**src/rtl/shamt_seq_shifter.sv**
```systemverilog
// shamt_seq_shifter: multicycle shift unit, one bit per cycle.
// The shift amount comes from register B, a constant, the instruction shamt
// field, or zero. The operand is latched on start and the result is held
// stable from DONE until the next accepted start.
//
// Optional feature macro: SHAMT_SEQ_SHIFTER_ROTATE_EN
//   defined   : op 11 rotates right by the selected amount.
//   undefined : op 11 forces the amount to 0, so the operand passes through.
//
// Handshake: start is sampled only in IDLE. busy is high in SHIFT and DONE.
// done is a one-cycle pulse in DONE. A start seen while busy is dropped,
// not queued.
module shamt_seq_shifter #(
  parameter int WIDTH       = 32,
  parameter int SHAMT_W     = 5,
  parameter int CONST_SHAMT = 16
) (
  input  logic               clk,
  input  logic               reset,
  input  logic               start,
  input  logic [1:0]         op,
  input  logic [1:0]         shamt_src,
  input  logic [SHAMT_W-1:0] b_shamt,
  input  logic [SHAMT_W-1:0] instr_shamt,
  input  logic [WIDTH-1:0]   data_in,
  output logic [WIDTH-1:0]   result,
  output logic               busy,
  output logic               done
);

  localparam logic [SHAMT_W-1:0] CONST_AMT = SHAMT_W'(CONST_SHAMT);

  localparam logic [1:0] OP_SLL = 2'b00;
  localparam logic [1:0] OP_SRL = 2'b01;
  localparam logic [1:0] OP_SRA = 2'b10;

  typedef enum logic [1:0] {
    S_IDLE  = 2'd0,
    S_SHIFT = 2'd1,
    S_DONE  = 2'd2
  } state_t;

  // Current FSM state. It is kept as a named signal so checkers can bind to it.
  state_t             state;
  logic [1:0]         op_q;
  logic [SHAMT_W-1:0] cnt;
  logic [SHAMT_W-1:0] sel_amt;
  logic [SHAMT_W-1:0] start_amt;
  logic [WIDTH-1:0]   shift_next;

  // Four-way shift-amount select.
  always_comb begin
    sel_amt = '0;
    case (shamt_src)
      2'b00:   sel_amt = b_shamt;
      2'b01:   sel_amt = CONST_AMT;
      2'b10:   sel_amt = instr_shamt;
      default: sel_amt = '0;
    endcase
  end

  // Amount latched at accept. Without rotate support, op 11 degenerates to a
  // zero-length operation.
  always_comb begin
    start_amt = sel_amt;
`ifndef SHAMT_SEQ_SHIFTER_ROTATE_EN
    if (op == 2'b11) start_amt = '0;
`endif
  end

  // One-bit step applied to the held result for the latched op.
  always_comb begin
    shift_next = result;
    case (op_q)
      OP_SLL:  shift_next = {result[WIDTH-2:0], 1'b0};
      OP_SRL:  shift_next = {1'b0, result[WIDTH-1:1]};
      OP_SRA:  shift_next = {result[WIDTH-1], result[WIDTH-1:1]};
`ifdef SHAMT_SEQ_SHIFTER_ROTATE_EN
      default: shift_next = {result[0], result[WIDTH-1:1]};
`else
      default: shift_next = result;
`endif
    endcase
  end

  // Control FSM with registered busy/done, the held result, and the counter.
  always_ff @(posedge clk) begin
    if (reset) begin
      state  <= S_IDLE;
      result <= '0;
      op_q   <= '0;
      cnt    <= '0;
      busy   <= 1'b0;
      done   <= 1'b0;
    end else begin
      case (state)
        S_IDLE: begin
          done <= 1'b0;
          busy <= 1'b0;
          if (start) begin
            result <= data_in;
            op_q   <= op;
            cnt    <= start_amt;
            busy   <= 1'b1;
            if (start_amt != '0) begin
              state <= S_SHIFT;
            end else begin
              state <= S_DONE;
              done  <= 1'b1;
            end
          end
        end
        S_SHIFT: begin
          result <= shift_next;
          cnt    <= cnt - 1'b1;
          if (cnt == SHAMT_W'(1)) begin
            state <= S_DONE;
            done  <= 1'b1;
          end
        end
        S_DONE: begin
          state <= S_IDLE;
          busy  <= 1'b0;
          done  <= 1'b0;
        end
        default: begin
          state <= S_IDLE;
          busy  <= 1'b0;
          done  <= 1'b0;
        end
      endcase
    end
  end

endmodule

```
**config.mk**
```make
export PLATFORM = sky130hd
export DESIGN_NAME = shamt_seq_shifter
export DESIGN_NICKNAME = d
export VERILOG_FILES = /design/src/rtl/shamt_seq_shifter.sv
export SDC_FILE = /design/constraint.sdc
export NUM_CORES = 1
export LEC_CHECK = 0
export ABC_AREA = 1
export ABC_CLOCK_PERIOD_IN_PS = 3800
export CAP_MARGIN = 20
export CORE_ASPECT_RATIO = 0.75
export CORE_UTILIZATION = 49
export CTS_BUF_LIST = sky130_fd_sc_hd__clkbuf_16
export DETAILED_ROUTE_END_ITERATION = 12
export PLACE_DENSITY = 0.86
export SYNTH_ARGS = -nofsm -noshare
export SYNTH_HDL_FRONTEND = slang
export SYNTH_SLANG_ARGS = --single-unit
```
**constraint.sdc**
```tcl
create_clock -name clk -period 3.8 [get_ports clk]
set_input_delay 0.76 -clock clk [delete_from_list [all_inputs] [get_ports clk]]
set_output_delay 0.76 -clock clk [all_outputs]
set_load 0.005 [all_outputs]
```
# Yosys cells after proc, flatten, opt, wreduce, memory -nomap -nowiden
# Index checks and enable logic that the tools add are counted.
[word_totals]
ff_bits = 43
output_inout_bits = 34
wordCells = 47
[classes]
add_sub_neg = 1
eq_ne = 12
muxes = 17
n_reduce_logical = 10
[op_table]
columns = ["op", "count"]
rows = [
  ["$pmux W32 S3", 1],
  ["$pmux W32 S2", 1],
  ["$mux W32", 1],
  ["$pmux W5 S3", 1],
  ["$mux W5", 2],
  ["$pmux W5 S2", 1],
  ["$eq A2 B1 Y1 const B", 3],
  ["$eq A2 B2 Y1 const B", 3],
  ["$logic_not A2 Y1", 3],
  ["$mux W2", 3],
  ["$ne A2 B2 Y1 const B", 3],
  ["$reduce_and A2 Y1", 3],
  ["$eq A5 B1 Y1 const B", 1],
  ["$reduce_bool A5 Y1", 1],
  ["$sub A5 B1 Y5 const B", 1],
  ["$mux W1", 4],
  ["$ne A4 B1 Y1 const B", 1],
  ["$pmux W1 S2", 2],
  ["$pmux W2 S2", 1],
  ["$reduce_and A4 Y1", 1],
  ["$ne A3 B1 Y1 const B", 1],
  ["$reduce_and A3 Y1", 1],
  ["$reduce_bool A2 Y1", 1],
]

# Longest topological paths before layout
[depth]
word_depth = 7
mapped_depth = 9

# Worst setup path after synthesis
# Ideal clock, no wire load.
[synth_path]
kind = "input-to-reg"
startpoint = "input port start"
endpoint = "register result[12]"
t_arrival_ns = 1.537
required_time_ns = 3.730
slack_ns = 2.193
cell_stages = 7
path_buffers = 1
path_cell_list = "nand2_1 nand2_2 inv_2 a31oi_4 buf_4 o21ai_0 a21oi_1"
[synth_via]
elab_chain_len = 2
[synth_lines]
columns = ["element", "line", "rtl"]
rows = [
  ["from (decl)", "20", "input logic start,"],
  ["$ne A2 B2 Y1 (no line)", "--", ""],
  ["$reduce_and A3 Y1 (no line)", "--", ""],
  ["to (signal assigned)", "101", "result <= data_in;"],
  ["to (signal assigned)", "114", "result <= shift_next;"],
  ["to (decl)", "26", "output logic [WIDTH-1:0] result,"],
]
# No other way between the ends.
# A chain may end at the register's enable or synchronous reset.

# Worst setup path after layout
[layout_path]
startpoint = "input port start"
endpoint = "register result[3]"
# Same word-level chain as after synthesis.

==> metrics.yaml <==
global_routing:
  grt_pass1_wl_um: 11300
  antenna_found_initial: 0
  grt_pass1_vias: 2397
  grt_max_degree: 63
  grt_usage_pct: 27.7
  grt_overflow_total: 0
setup_path:
  startpoint_type: "primary input"
  r2r_end: "result[3]"
  cpPeakStageDelay_ns: 0.47
  critical_path_class: "in -> reg"
  critPathLaunch: "start"
  end_kind: "register"
  cp-endpoint: "result[3]"
  worstPathMaxFanout: 62
  r2r_start: "op_q[0]"
  crit_chain: "clkdlybuf4s50_1 > nand2_1 > nand2_2 > inv_2 > a31oi_4 > buf_4 > o21ai_0 > a21oi_1"
  ff2ff_path_depth: 8
  reg2reg_slack_ns: 1.50
  cp_data_arrival_time_ns: 2.52
  slowest_stage: "buf_4"
  required_ns: 4.00
timing:
  final.setup_skew_ns: 0.00488
  max_freq_mhz: 430
  rsz0062_at_grt: "no"
  timing.final.ws_setup_ns: 1.48
  min_period_ns: 2.32
  tns_ns: 0
  hold_ws_ns: 0.449
  setup_viol: 0
  fin_crit_sh_pct: 61.1
  slew_violations: 0
  slew-limit-headroom_pct: 36.6
  worstMarginPinSlew_ns: 0.950
  hold_viol_final: 0
routing:
  postRouteAntennaNets: 0
  routedWlPerCell_um: 14.4
  routed_wirelength_um: 6950
  first_pass_iters: 5
  vias_per_cell: 5.70
  dr_total_vias: 2745
  drc: 0
  drt_iter0_markers: 353
clock_tree:
  clockRootBuffer: "clkbuf_16"
  cts.clk_slew.worst_paths_ns: 0.06
  cts_resized: 0
  cts-buffers-inserted: 5
  hold_buffers: 0
  clock_latency_ns: 0.28
  h-tree-depth: 2
  clockBufferDepth: 2
  post_cts_buffers: 0
  cts_tree: "done"
  clock-sinks: 43
floorplan:
  core_mm2: 0.00457
  core.rowCount: 21
  dieArea_mm2: 0.00518
  die_w_um: 82.8
  initial_core_util_pct: 52.5
  num_io_pins: 83
  die_height_um: 62.6
synth:
  seq_area_frac_synth_pct: 35.9
  synth-seq-cells: 43
  syn-num-nets: 412
  synth_cells: 358
  synth_warnings: 0
  yosys.cell_types.count: 26
  synth_area_mm2: 0.00240
  syn_avg_cell_area_um2: 6.70
power:
  leakagePower_nw: 1.28
  vdd_drop_max_mv: 0.305
  cellPowerDensity_mw_per_mm2: 483
placed_design:
  port_buffers: 82
  pre_cts_ws_ns: 1.26
  place_area_mm2: 0.00319
  dpl.hpwl_um: 4660
  globalplace.congestion: 0.827
cells_and_area:
  multi_input_area_mm2: 0.00134
  layout.nets: 478
  final_core_util_pct: 73.4
  drive_above_1_share_pct: 4.00
  fillers: 376
  seqCellArea_um2: 861
  n_antenna_cell: 0
  mostFrequentLayoutCell: "clkdlybuf4s50_1"
  final_cell_mix: "clkdlybuf4s50_1, a21oi_1, nand2_1"
  synthToLayoutAreaGrowth_pct: 39.9
  final_area_mm2: 0.00335
flow_run:
  maxCapViolations: 0
outcome:
  status: "completed"
min_path:
  hold_path.class: "reg -> reg"
worst min-delay path by stage:
stage                     start    to  slack, ns  cells after the start
final                      busy  busy       0.45                      1
after global routing       busy  busy       0.49                      1
after CTS                  busy  busy       0.45                      1
after detailed placement   busy  busy       0.44                      1
after global placement     busy  busy       0.44                      1
after floorplan            busy  busy       0.45                      1
report_power, final:
part | total (mW) | internal [mW] | switching [mW]
combinational | 0.549 | 0.252 | 0.297
clock | 0.472 | 0.306 | 0.166
sequential | 0.599 | 0.526 | 0.0730
total | 1.62 | 1.08 | 0.535
Yosys cell counts:
cell type  number  area share, %
a21oi_1        69             14
nand2_1        63            9.9
o21ai_0        61             13
nand3_1        44            9.2
dfxtp_1        43             36
inv_1          15            2.3
buf_2          11            2.3
clkbuf_1       10            1.6
o21ai_1         9            1.9
nor2_1          6           0.94
ha_1            5            2.6
buf_4           4            1.3
a31oi_1         2           0.52
buf_1           2           0.31
inv_2           2           0.31
o21a_1          2           0.63
a21o_1          1           0.31
a31oi_4         1           0.89
nand2_2         1           0.26
nand4_1         1           0.26
nor2_2          1           0.26
nor3_1          1           0.21
o21bai_1        1           0.31
o22ai_1         1           0.26
or2_1           1           0.26
or2_2           1           0.26
routing by layer:
metal,GRT usage (%),share of wire [%],vias up
met5,0,0,-
met4,7.76,0.46,0
met3,5.26,7.8,4
met2,41.7,45,137
met1,39.8,47,1231
li1,-,-,1373
flip-flops by register name (all words and copies together), names as in the netlist:
signal	count
busy	1
op_q	2
result	32
done	1
state	2
cnt	5
through the flow:
step | power [mW] | instances
2_1_floorplan | 0.912 | 358
3_3_place_gp | 1.13 | 474
3_5_place_dp | 1.15 | 474
4_1_cts | 1.62 | 482
5_1_grt | 1.72 | 482
6_report | 1.62 | 482
cells by family (layout without fill, tap and decap cells):
group                      Yosys count  after routing  synth area share, %
AOI/OAI and AO/OA                  147            147                 31.9
and+or+nand+nor                    119            119                 21.5
buffers and inverters               44            111                 8.09
DFF                                 43             43                 35.9
adders and majority gates            5              5                 2.61
worst max-delay path, delay by kind of cell:
family                 cells  cell delay (ns)
and+or+nand+nor            2             0.23
buffers and inverters      3             1.00
AOI/OAI and AO/OA          3             0.51
final cells by class:
type                       instances  share of cell area [%]
clock buffer                       5                    3.73
clock inverter                     3                    1.16
inverter                          17                    1.90
multi-input combinational        271                    40.1
sequential                        43                    25.7
tap                               57                    2.13
timing repair buffer              86                    25.4
No activity file was read; power rests on OpenSTA's default activity.
